===== config.mk =====
export PLATFORM = sky130hd
export DESIGN_NAME = mem_access_stage
export DESIGN_NICKNAME = d
export VERILOG_FILES = /design/src/rtl/mem_access_stage.sv
export SDC_FILE = /design/constraint.sdc
export NUM_CORES = 1
export LEC_CHECK = 0
export BUFFER_PORTS_ARGS = -buffer_cell sky130_fd_sc_hd__buf_2
export CAP_MARGIN = 20
export CORE_UTILIZATION = 50
export DETAILED_ROUTE_END_ITERATION = 8
export PLACE_DENSITY = 0.87
export SLEW_MARGIN = 5
export SYNTH_ARGS = -nofsm -noshare
export SYNTH_HDL_FRONTEND = slang
export SYNTH_SLANG_ARGS = --single-unit

===== constraint.sdc =====
create_clock -name clk -period 2.55 [get_ports clk]
set_input_delay 0.255 -clock clk [delete_from_list [all_inputs] [get_ports clk]]
set_output_delay 0.255 -clock clk [all_outputs]
set_load 0.05 [all_outputs]

===== src/rtl/mem_access_stage.sv =====
// Pipeline MEM stage: EXE/MEM and MEM/WB registers plus a req/ack data-bus master
// with byte lanes, misalignment detection and a request timeout.
module mem_access_stage #(
    parameter int TIMEOUT = 16,
    parameter int CNT_W   = 5
) (
    input  logic        clk,
    input  logic        clrn,
    input  logic [31:0] ealu,
    input  logic [31:0] eb,
    input  logic [4:0]  ern,
    input  logic        ewreg,
    input  logic        em2reg,
    input  logic        ewmem,
    input  logic [1:0]  esize,
    input  logic        esext,
    output logic        stall,
    output logic        d_req,
    output logic        d_wr,
    output logic [31:0] d_addr,
    output logic [3:0]  d_be,
    output logic [31:0] d_wdata,
    input  logic [31:0] d_rdata,
    input  logic        d_ack,
    output logic        wwreg,
    output logic        wm2reg,
    output logic [4:0]  wrn,
    output logic [31:0] walu,
    output logic [31:0] wmo,
    output logic        mem_err,
    output logic [31:0] err_addr
);

    localparam logic S_IDLE = 1'b0;
    localparam logic S_WAIT = 1'b1;

    logic [31:0] malu_q, malu_d, mb_q, mb_d;
    logic [4:0]  mrn_q, mrn_d;
    logic        mwreg_q, mwreg_d, mm2reg_q, mm2reg_d, mwmem_q, mwmem_d;
    logic [1:0]  msize_q, msize_d;
    logic        msext_q, msext_d;

    logic             state_q, state_d;
    logic [CNT_W-1:0] cnt_q, cnt_d;

    logic        wwreg_q, wwreg_d, wm2reg_q, wm2reg_d;
    logic [4:0]  wrn_q, wrn_d;
    logic [31:0] walu_q, walu_d, wmo_q, wmo_d;
    logic        mem_err_q, mem_err_d;
    logic [31:0] err_addr_q, err_addr_d;

    logic        m_mem, is_byte, is_half, is_word, misalign, req, abort, fault;
    logic [31:0] lane, ld_data;

    always_comb begin
        m_mem    = mm2reg_q | mwmem_q;
        is_byte  = (msize_q == 2'b10);
        is_half  = (msize_q == 2'b01);
        is_word  = ~is_byte & ~is_half;
        misalign = m_mem & ((is_half & malu_q[0]) | (is_word & (malu_q[1:0] != 2'b00)));
        req      = m_mem & ~misalign;
        // cnt holds the number of request cycles already spent, so the
        // current cycle is request number cnt+1.
        abort    = req & (state_q == S_WAIT) & (cnt_q == CNT_W'(TIMEOUT - 1)) & ~d_ack;
        fault    = misalign | abort;
        stall    = req & ~d_ack & ~abort;
    end

    always_comb begin
        d_req  = req;
        d_wr   = mwmem_q;
        d_addr = {malu_q[31:2], 2'b00};
        if (is_byte) begin
            d_be    = 4'b0001 << malu_q[1:0];
            d_wdata = {4{mb_q[7:0]}};
        end else if (is_half) begin
            d_be    = malu_q[1] ? 4'b1100 : 4'b0011;
            d_wdata = {2{mb_q[15:0]}};
        end else begin
            d_be    = 4'b1111;
            d_wdata = mb_q;
        end
    end

    always_comb begin
        lane = d_rdata >> {malu_q[1:0], 3'b000};
        if (is_byte)
            ld_data = {{24{msext_q & lane[7]}}, lane[7:0]};
        else if (is_half)
            ld_data = {{16{msext_q & lane[15]}}, lane[15:0]};
        else
            ld_data = d_rdata;
    end

    always_comb begin
        malu_d   = stall ? malu_q   : ealu;
        mb_d     = stall ? mb_q     : eb;
        mrn_d    = stall ? mrn_q    : ern;
        mwreg_d  = stall ? mwreg_q  : ewreg;
        mm2reg_d = stall ? mm2reg_q : em2reg;
        mwmem_d  = stall ? mwmem_q  : ewmem;
        msize_d  = stall ? msize_q  : esize;
        msext_d  = stall ? msext_q  : esext;
    end

    always_comb begin
        state_d = state_q;
        cnt_d   = cnt_q;
        case (state_q)
            S_IDLE: begin
                if (req & ~d_ack) begin
                    state_d = S_WAIT;
                    cnt_d   = CNT_W'(1);
                end
            end
            default: begin
                if (d_ack | abort | ~req) begin
                    state_d = S_IDLE;
                    cnt_d   = '0;
                end else begin
                    cnt_d = cnt_q + CNT_W'(1);
                end
            end
        endcase
    end

    always_comb begin
        wwreg_d    = 1'b0;
        wm2reg_d   = 1'b0;
        wrn_d      = '0;
        walu_d     = '0;
        wmo_d      = '0;
        if (!stall) begin
            wwreg_d  = mwreg_q & ~fault;
            wm2reg_d = mm2reg_q & ~fault;
            wrn_d    = mrn_q;
            walu_d   = malu_q;
            wmo_d    = mm2reg_q ? ld_data : 32'b0;
        end
        mem_err_d  = fault;
        err_addr_d = fault ? malu_q : err_addr_q;
    end

    always_ff @(posedge clk or negedge clrn) begin
        if (!clrn) begin
            malu_q     <= '0;
            mb_q       <= '0;
            mrn_q      <= '0;
            mwreg_q    <= 1'b0;
            mm2reg_q   <= 1'b0;
            mwmem_q    <= 1'b0;
            msize_q    <= '0;
            msext_q    <= 1'b0;
            state_q    <= S_IDLE;
            cnt_q      <= '0;
            wwreg_q    <= 1'b0;
            wm2reg_q   <= 1'b0;
            wrn_q      <= '0;
            walu_q     <= '0;
            wmo_q      <= '0;
            mem_err_q  <= 1'b0;
            err_addr_q <= '0;
        end else begin
            malu_q     <= malu_d;
            mb_q       <= mb_d;
            mrn_q      <= mrn_d;
            mwreg_q    <= mwreg_d;
            mm2reg_q   <= mm2reg_d;
            mwmem_q    <= mwmem_d;
            msize_q    <= msize_d;
            msext_q    <= msext_d;
            state_q    <= state_d;
            cnt_q      <= cnt_d;
            wwreg_q    <= wwreg_d;
            wm2reg_q   <= wm2reg_d;
            wrn_q      <= wrn_d;
            walu_q     <= walu_d;
            wmo_q      <= wmo_d;
            mem_err_q  <= mem_err_d;
            err_addr_q <= err_addr_d;
        end
    end

    assign wwreg    = wwreg_q;
    assign wm2reg   = wm2reg_q;
    assign wrn      = wrn_q;
    assign walu     = walu_q;
    assign wmo      = wmo_q;
    assign mem_err  = mem_err_q;
    assign err_addr = err_addr_q;

endmodule


After elaboration in Yosys (flattened, before gate mapping)
Index checks and enable logic that the tools add are counted.
Operators by class
  add/sub/neg operators: 1
  eq/ne operators: 3
  shift-type cells: 2
  muxes and demuxes: 19
  bitwise logic cells: 26
  reduce and logical (&&, ||, !) cells: 2
Operators with widths (number)
  $mux 32: 7
  $shr 32x5->16: 1
  $mux 5: 4
  $and 1x1->1: 14
  $mux 4: 3
  $not 1->1: 7
  $add 5x1->5 const B: 1
  $eq 5x4->1 const B: 1
  $mux 1: 5
  $or 1x1->1: 5
  $reduce_bool 2->1: 2
  $shl 1x2->4 const A: 1
  $eq 2x1->1 const B: 1
  $eq 2x2->1 const B: 1
Word-level totals
  bits in registers: 185
  input bits: 110
  logic and storage cells: 70

Longest topological paths before layout
Gate-level depths: netlist of run 1.
  word-level depth: 15
  gate-level depth with buffers: 9
  depth with buffers taken out: 7

Worst setup path before layout of run 1
No wires, ideal clock.
  kind: reg2out
  start point: register msize_q[1]
  end point: output d_wdata[29]
  arrival time: 2.353 ns
  path slack: -0.058 ns
  stages on the path, launching flop included: 7
  path buffers: 2
  cell sequence: dfrtp_1 > inv_1 > ha_1 > buf_2 > buf_1 > mux2i_1 > o21ai_0
On the way
  cells in the longest elaborated chain, start to end: 3
  elaborated cells between the ends (all ways): 4
Ends and longest elaborated chain
  start, declared: RTL line 40  | logic [1:0] msize_q, msize_d;
  start signal, assigned: RTL line 170  | msize_q <= msize_d;
  $eq 2x1->1: RTL line 58  | is_half = (msize_q == 2'b01);
  $mux 32: RTL line 76  | end else if (is_half) begin
  $mux 32 (*): RTL line 73  | if (is_byte) begin
  end, declared: RTL line 22  | output logic [31:0] d_wdata,
Every way passes the cells marked *; elsewhere a longest branch is shown, timed or not.

Final worst setup path of run 1
  start point: register cnt_q[1]
  end point: output stall
On the way
  cells in the longest elaborated chain, start to end: 5
Ends and longest elaborated chain
  start, declared: RTL line 44  | logic [CNT_W-1:0] cnt_q, cnt_d;
  start signal, assigned: RTL line 173  | cnt_q <= cnt_d;
  $eq 5x4->1: RTL line 64  | abort = req & (state_q == S_WAIT) & (cnt_q == CNT_W'(TIMEOUT - 1)) & ~d_ack;
  $and 1x1->1 (2 in series): RTL line 64
  $not 1->1: RTL line 66  | stall = req & ~d_ack & ~abort;
  $and 1x1->1: RTL line 66
  end, declared: RTL line 17  | output logic stall,
Every way passes these cells.

==> results of run 1 <==
## cell usage in the layout (no fill, tap or decap), drive strengths merged, types with 2 or more instances in the layout
master / n
dfrtp: 185
clkinvlp: 2
a221oi: 8
ha: 4
inv: 15
conb: 2
o21ai: 22
a22o: 14
a22oi: 9
nand4b: 2
a21oi: 2
nor2: 55
and2: 38
o21a: 2
clkinv: 7
mux2: 114
clkbuf: 22
nand3b: 3
mux2i: 12
nor2b: 2
nand2: 43
nand2b: 3
buf: 301
o22ai: 2
## power breakdown
group          internal (mW)  switching, mW
sequential              3.76          0.437
clock                   1.37           1.08
combinational           1.89           4.63
total                   7.03           6.15
## worst paths after layout
path	cells past startpoint	start	to	slack, ns
setup / recovery	7	cnt_q[1]	stall	0.08
hold / removal	2	eb[20]	mb_q[20]	0.06
setup reg to reg	8	cnt_q[1]	malu_q[8]	0.11
hold reg to reg	1	mrn_q[0]	wrn[0]	0.50
max in group asynchronous	3	clrn	malu_q[25]	1.42
min in group asynchronous	2	clrn	mb_q[21]	0.42
## sequential cells by signal, indices dropped and copies added (netlist names)
name,count
mwreg_q,1
mb_q,32
msext_q,1
malu_q,32
mm2reg_q,1
d_wr,1
walu,32
mrn_q,5
cnt_q,5
wwreg,1
mem_err,1
wm2reg,1
err_addr,32
wmo,32
wrn,5
state_q,1
msize_q,2
## cells by family after synthesis
family / count (synthesis)
fa+ha+maj: 4
compound gates: 65
other cells: 1
simple gates: 153
mux: 126
buf+inv: 90
xor+xnor: 2
flops: 185
## stage by stage
stage | TNS, ns | utilization, % | worst slack [ns] | hold slack (ns)
after floorplan | 0 | - | 0.0876 | -0.0406
after global placement | 0 | 59.6 | 0.186 | 0.330
after detailed placement | 0 | 59.6 | 0.146 | 0.333
after CTS | 0 | 63.3 | 0.0205 | 0.0474
after global routing | -0.0182 | 63.3 | -0.0182 | 0.0424
final | 0 | 63.3 | 0.0843 | 0.0638
## layout make-up
type	count	area share [%]
multi-input cells	352	29.4
clock buffers	21	4.44
inverters	14	0.518
flip-flops and latches	185	45.7
clock inverters	11	0.975
well taps	216	2.67
repair buffers	303	16.3
## per-layer routing
| metal | GRT usage, % | vias up | share of wire, % |
|---|---|---|---|
| li1 | - | 2576 | - |
| met1 | 27.1 | 2740 | 42 |
| met2 | 34.8 | 202 | 49 |
| met3 | 5.66 | 28 | 6.4 |
| met4 | 8.45 | 0 | 2.1 |
| met5 | 0 | - | 0 |
## worst max-delay path, stage by stage, from the launching register on
cell and delay [ns]:
dfrtp_1 0.40, ha_2 0.19, and3_1 0.19, ha_2 0.19, a21o_1 0.20, or3_4 0.40
inv_2 0.09, buf_8 0.14
## timing repair
item,in CTS,in global routing
hold buffers,1,0
setup buffers,2,0
resized for setup,4,4
endpoints found under the hold margin,76,0
pin swaps,1,1
endpoints found under the setup margin,8,70
==> out/metrics.yaml, run 1 <==
synthesis:
  muxShareOfSynthArea_pct: 20.4
  post_synth_fa_ha_maj_area_fraction_pct: 0.607
  netlist_instances: 626
  synth_top_cell_by_area: "dfrtp_1"
  synthTopCellsByArea: "dfrtp_1 56%, mux2_4 14%, mux2_2 5.3%"
  register_bit_count_reported_by_yosys: 185
  synthMostInstantiatedCell: "dfrtp_1"
  synth.yosys.warnings: 0
  synth-simple-area-share_pct: 8.80
  synth_top_family_by_area: "multiplexers"
  yosys.cell_types.count: 46
  yosys.area_share.xor_xnor_pct: 0.212
  syn_area_mm2: 0.00825
  synth_compound_area_share_pct: 5.71
  synth.yosys.seq_area_share_pct: 56.1
  synth_largest_type_area_fraction_pct: 56.1
  yosys-top-cells-count: "185 x dfrtp_1, 75 x mux2_4, 55 x nor2_1"
  synth_edf_count: 0
  postSynth.topFlopCell: "dfrtp_1"
  post_synth.cell_area_avg_um2: 13.2
  ys_async_sr_fraction_pct: 100
floorplan:
  floorplan.rows: 46
  initial_core_util_pct: 51.5
  die_height_um: 130
  io_pins: 285
  dieWidth_um: 130
  die_area_mm2: 0.0170
  core_region_area_mm2: 0.0160
placement:
  detailed_place_hpwl_mm: 12.9
  dpl_cell_area_mm2: 0.00954
  numPlacedInstances: 1067
  finalWeightedCongestion: 0.857
  port-buffer-count: 282
cells_and_area:
  ff_latch_area_mm2: 0.00463
  syn2layout_area_growth_pct: 22.9
  drive_above_1_share_pct: 51.2
  final_cell_area_mm2: 0.0101
  n_antenna_cell: 0
  num-nets-final: 987
  multi_input_area_mm2: 0.00298
  count_of_placed_standard_cells_in_the_final_layout_fillers_left_out: 1102
  final.fill_count: 1233
global_route:
  grt_remaining_overflow: 0
  grt_start_max_net_pins: 80
  grt_antenna_before_repair: 0
  global_route.usage.total_pct: 21.3
  grt_first_pass_wirelength_mm: 27.6
  number_of_global_route_vias_before_repair: 5389
setup_path:
  critPathKind: "flop to output port"
  timing.critical_path.from_type: "flop"
  cp_data_arrival_time_ns: 2.21
  timing.critical_path.fanout_max: 4
  worst_path_required_time_ns: 2.30
  worst_setup_path_end_kind: "output port"
drt:
  drt-wirelength-per-cell_um: 16.2
  viasPerCell: 5.03
  firstDrtPassIters: 5
  post-route-drc-count: 0
  antenna_left: 0
  total_routed_wirelength_mm: 17.9
  detailroute.via_count: 5546
  detailedRoute.firstIterationViolations: 200
sta:
  max_slew_margin_vs_limit_pct: 37.0
  slew_viol_final: 0
  setup-violations-final: 0
  finClkSkew_ns: 0.00662
  final_hold_viol_count: 0
  maximum_operating_frequency_mhz: 406
  finalCriticalPeriod_ns: 2.47
  post-route-period-util_pct: 96.7
  worstMarginPinSlew_ns: 0.943
clock_tree:
  tritoncts: "yes"
  clock_latency_ns: 0.42
  clock_tree.root_cell: "clkbuf_16"
  cts.sink_count: 185
  clk_pin_slew_worst_paths_ns: 0.07
  htree_levels: 4
  cts-root-to-sink-buffers: 2
  tritoncts.num_buffers: 17
hold_path:
  min-delay-path-class: "input port to flop"
power:
  totalPowerFinal_mw: 13.2
  power_leakage_nw: 5.29
  ir_drop_uv: 847
  total_power_divided_by_cell_area_mw_per_mm2: 1300
run_status:
  run_status: "finished clean"
flow_run:
  max_cap_viol_count: 0
Power figures use the tool's default switching activity.
==> run 2: changes to the inputs <==
clock period = 2.7 ns   (was 2.55 ns; I/O delays follow)
==> run 2 against run 1 <==
Combinational power shrank 5.7%. Critical endpoint unchanged. Via count grew 0.97%. First-iteration DRC count grew 35%. Largest power group unchanged. Sequential share of layout area shrank 0.21 points. Critical path type unchanged.
==> out/metrics.yaml, run 2 (same netlist as run 1, synthesis figures left out) <==
cells_and_area:
  drive_above_1_share_pct: 51.5
  multi_input_area_mm2: 0.00298
  layout_commonest_cell: "buf_2"
  final_cell_area_mm2: 0.0102
  most-common-layout-cells: "280 x buf_2, 185 x dfrtp_1, 75 x mux2_4, 55 x nor2_1, 43 x nand2_1"
  syn2layout_area_growth_pct: 23.5
  n_antenna_cell: 0
  count_of_placed_standard_cells_in_the_final_layout_fillers_left_out: 1104
  ff_latch_area_mm2: 0.00463
  final.fill_count: 1237
  num-nets-final: 990
floorplan:
  initial_core_util_pct: 51.5
  dieWidth_um: 130
  core_region_area_mm2: 0.0160
  die_area_mm2: 0.0170
  io_pins: 285
  floorplan.rows: 46
  die_height_um: 130
sta:
  max_slew_margin_vs_limit_pct: 59.0
  worstMarginPinSlew_ns: 0.612
  setup-tns-final_ns: 0
  final_layout_worst_hold_slack_ns: 0.0692
  finalCriticalPeriod_ns: 2.62
  setup-violations-final: 0
  finClkSkew_ns: 0.0116
  final_hold_viol_count: 0
  post-route-period-util_pct: 97.0
  slew_viol_final: 0
  maximum_operating_frequency_mhz: 382
  unrepaired_setup_endpoints_after_global_routing: "false"
global_route:
  global_route.usage.total_pct: 22.5
  grt_first_pass_wirelength_mm: 29.1
  grt_remaining_overflow: 0
  grt_antenna_before_repair: 0
  number_of_global_route_vias_before_repair: 5546
  grt_start_max_net_pins: 101
setup_path:
  worst_path_required_time_ns: 2.43
  r2r.worst_path.cells: 8
  worst_setup_path_end_kind: "output port"
  crit-reg2reg-launch: "cnt_q[0]"
  timing.critical_path.fanout_max: 4
  cp_data_arrival_time_ns: 2.35
  critPathKind: "flop to output port"
  regToRegEndpoint: "malu_q[13]"
  r2r_setup_slack_ns: 0.10
  timing.critical_path.from_type: "flop"
power:
  totalPowerFinal_mw: 12.7
  ir_drop_uv: 804
  power_leakage_nw: 5.32
  total_power_divided_by_cell_area_mw_per_mm2: 1250
hold_path:
  hold_path.startpoint: "eb[14]"
  holdPathStages: 2
  min_to: "mb_q[14]"
  min-delay-path-class: "input port to flop"
run_status:
  run_status: "finished clean"
flow_run:
  max_cap_viol_count: 0
drt:
  detailedRoute.firstIterationViolations: 269
  firstDrtPassIters: 7
  antenna_left: 0
  viasPerCell: 5.07
  post-route-drc-count: 0
  detailroute.via_count: 5600
  total_routed_wirelength_mm: 18.8
  drt-wirelength-per-cell_um: 17.0
clock_tree:
  tritoncts.num_buffers: 17
  htree_levels: 4
  clock_latency_ns: 0.43
  cts.sink_count: 185
  cts-root-to-sink-buffers: 2
  clk_pin_slew_worst_paths_ns: 0.07
  tritoncts: "yes"
  clock_tree.root_cell: "clkbuf_16"
placement:
  port-buffer-count: 282
  numPlacedInstances: 1070
  detailed_place_hpwl_mm: 13.3
  dpl_cell_area_mm2: 0.00955
  finalWeightedCongestion: 0.837
[run 2: worst max-delay path by stage]
stage / slack (ns) / depth (start not counted) / end / startpoint
floorplan: 0.08 / 6 / d_wdata[29] / msize_q[1]
global placement: 0.29 / 7 / malu_q[28] / cnt_q[0]
detailed placement: 0.24 / 7 / malu_q[14] / cnt_q[0]
CTS: 0.003 / 7 / stall / cnt_q[0]
global route: 0.002 / 7 / stall / cnt_q[0]
finish: 0.08 / 7 / stall / cnt_q[0]
[run 2: stage by stage]
step / worst slack [ns] / utilization [%]
3_3_place_gp: 0.285 / 59.7
5_1_grt: 0.00189 / 63.6
3_5_place_dp: 0.244 / 59.7
2_1_floorplan: 0.0770 / -
6_report: 0.0815 / 63.6
4_1_cts: 0.00297 / 63.6
[run 2: cell type report]
cell class,instances,share of cell area [%]
clock buffer,17,4.18
clock inverter,14,1.66
inverter,14,0.516
multi-input combinational,353,29.3
sequential,185,45.5
tap,216,2.65
timing repair buffer,305,16.3
[run 2: power by group]
group / total [mW] / switching (mW) / internal [mW]
Clock: 2.55 / 1.09 / 1.46
Combinational: 6.16 / 4.38 / 1.78
Sequential: 3.99 / 0.435 / 3.55
Total: 12.7 / 5.91 / 6.79
[run 2: critical path: stages (launching register included)]
cell and delay [ns]:
dfrtp_1 0.41, ha_1 0.23, and3_1 0.19, ha_1 0.22, a21o_1 0.23, or3_4 0.41, inv_2 0.10, buf_8 0.14
[run 2: per-layer routing]
metal	up-vias	GRT usage, %	wire [um]	part of all wire, %
li1	2579	-	-	-
met1	2771	28.5	7830	42
met2	218	37.8	9460	50
met3	32	5.58	1110	5.9
met4	0	7.57	387	2.1
met5	-	0	0	0
[run 2: repair_timing]
| item | CTS | global route |
|---|---|---|
| hold buffers | 1 | 0 |
| setup endpoints to repair | 1 | 2 |
| resized for setup | 1 | 4 |
| cloned | 1 | 0 |
| pin swaps | 1 | 0 |
| setup buffers | 1 | 0 |
| endpoints found under the hold margin | 47 | 0 |
==> run 3: changes to the inputs <==
CORE_MARGIN = 4   (was not set)
REMOVE_ABC_BUFFERS = 1   (was not set)
clock period = 3.1 ns   (was 2.7 ns; I/O delays follow)
==> run 3 against run 2 <==
Routed wire length increased by 12%. Highest routed layer unchanged. Power decreased by 13%. Sequential power decreased by 13%.
==> out/metrics.yaml, run 3 (same netlist as run 1, synthesis figures left out) <==
drt:
  detailroute.via_count: 5643
  antenna_left: 0
  total_routed_wirelength_mm: 21.1
  detailedRoute.firstIterationViolations: 265
  post-route-drc-count: 0
  drt-wirelength-per-cell_um: 19.1
  firstDrtPassIters: 6
  viasPerCell: 5.12
hold_path:
  hold_path.startpoint: "ealu[20]"
  min-delay-path-class: "input port to flop"
floorplan:
  core_region_area_mm2: 0.0160
  floorplan.rows: 46
  io_pins: 285
  die_height_um: 136
  dieWidth_um: 136
  die_area_mm2: 0.0186
  initial_core_util_pct: 51.5
global_route:
  number_of_global_route_vias_before_repair: 6034
  grt_antenna_before_repair: 0
  grt_remaining_overflow: 0
  grt_start_max_net_pins: 83
  global_route.usage.total_pct: 22.4
  grt_first_pass_wirelength_mm: 31.8
sta:
  max_slew_margin_vs_limit_pct: 47.9
  finClkSkew_ns: 0.0108
  slew_viol_final: 0
  post-route-period-util_pct: 93.2
  finalCriticalPeriod_ns: 2.89
  final_hold_viol_count: 0
  maximum_operating_frequency_mhz: 346
  final_layout_worst_hold_slack_ns: 0.114
  unrepaired_setup_endpoints_after_global_routing: "false"
  worstMarginPinSlew_ns: 0.781
  setup-violations-final: 0
power:
  totalPowerFinal_mw: 11.0
  total_power_divided_by_cell_area_mw_per_mm2: 1090
  power_leakage_nw: 5.29
  ir_drop_uv: 705
setup_path:
  worst_setup_path_end_kind: "output port"
  critical_path.slowest_cell: "or3_4"
  r2r.worst_path.cells: 8
  delay_of_the_slowest_cell_on_the_worst_path_ns: 0.46
  r2r_setup_slack_ns: 0.42
  crit_path_start: "cnt_q[0]"
  timing.critical_path.fanout_max: 8
  critPathKind: "flop to output port"
  cp_data_arrival_time_ns: 2.58
  worst_path_required_time_ns: 2.79
  crit_path_end: "stall"
  crit-reg2reg-launch: "cnt_q[0]"
  regToRegEndpoint: "malu_q[11]"
  critical_path_cell_count: 7
  timing.critical_path.from_type: "flop"
  worstPathBufferInverterCount: 2
  critPathTopFamily: "simple AND/OR/NAND/NOR gates"
  cp_common_cell: "ha_1"
  critical_path.cell_chain: "ha_1 > and3_1 > ha_1 > a21o_1 > or3_4 > inv_1 > buf_2"
placement:
  finalWeightedCongestion: 0.854
  port-buffer-count: 282
  detailed_place_hpwl_mm: 15.1
clock_tree:
  cts-root-to-sink-buffers: 2
  htree_levels: 4
  clk_pin_slew_worst_paths_ns: 0.07
  clock_latency_ns: 0.42
  cts.sink_count: 185
  tritoncts.num_buffers: 17
  tritoncts: "yes"
  clock_tree.root_cell: "clkbuf_16"
flow_run:
  max_cap_viol_count: 0
run_status:
  run_status: "finished clean"
cells_and_area:
  num-nets-final: 988
  layout_commonest_cell: "buf_2"
  syn2layout_area_growth_pct: 22.9
  drive_above_1_share_pct: 51.5
  n_antenna_cell: 0
  most-common-layout-cells: "281 x buf_2, 185 x dfrtp_1, 75 x mux2_4, 54 x nor2_1, 43 x nand2_1"
-- run 3: how the worst min path moves through the flow --
stage | endpoint | slack (ns) | cells after the start
detailed placement | wmo[2] | 0.42 | 1
global route | malu_q[20] | 0.1 | 2
global placement | wmo[2] | 0.42 | 1
CTS | mb_q[7] | 0.1 | 2
floorplan | cnt_q[0] | 0.01 | 0
finish | malu_q[20] | 0.11 | 2
-- run 3: routing by layer --
layer	vias to the layer above	GRT usage [%]	part of all wire [%]	routed length (um)
met2	277	39.3	51	10700
li1	2580	-	-	-
met3	27	7.14	9.4	1990
met4	0	6.55	1.6	336
met5	-	0	0	0
met1	2759	26.2	38	8030
-- run 3: metrics by stage --
stage	util [%]	setup TNS [ns]	instances	instance area [um^2]	setup WS, ns
after floorplan	-	-209.61	551	7640	-2.94
after global placement	59.3	0	1062	9490	0.506
after detailed placement	59.3	0	1062	9490	0.427
after CTS	62.9	0	1094	10100	0.0442
after global routing	63.3	0	1102	10100	0.111
final	63.3	0	1102	10100	0.211
-- run 3: timing repair --
action                     in CTS  in global routing
hold endpoints to repair       80                  0
resized for setup               0                  1
setup buffers                   0                  7
setup endpoints to repair       0                  3
hold buffers                    1                  0
-- run 3: area by class of cell --
type,count,area [um^2]
timing repair buffer,303,1630
inverter,14,52.6
tap,216,270
clock buffer,18,439
clock inverter,13,129
multi-input combinational,353,2980
fill,1222,5870
sequential,185,4630
-- run 3: where the power goes --
part	switching [mW]	internal [mW]
logic	3.90	1.54
clock network	0.989	1.09
registers	0.395	3.10
-- run 3: worst reg2reg max path, cell delays in order (launching register included) --
cell and delay, ns:
dfrtp_1 0.41, ha_1 0.24, and3_1 0.19, ha_1 0.22, a21o_1 0.26, or3_4 0.46
buf_4 0.17, buf_12 0.20, mux2_4 0.43
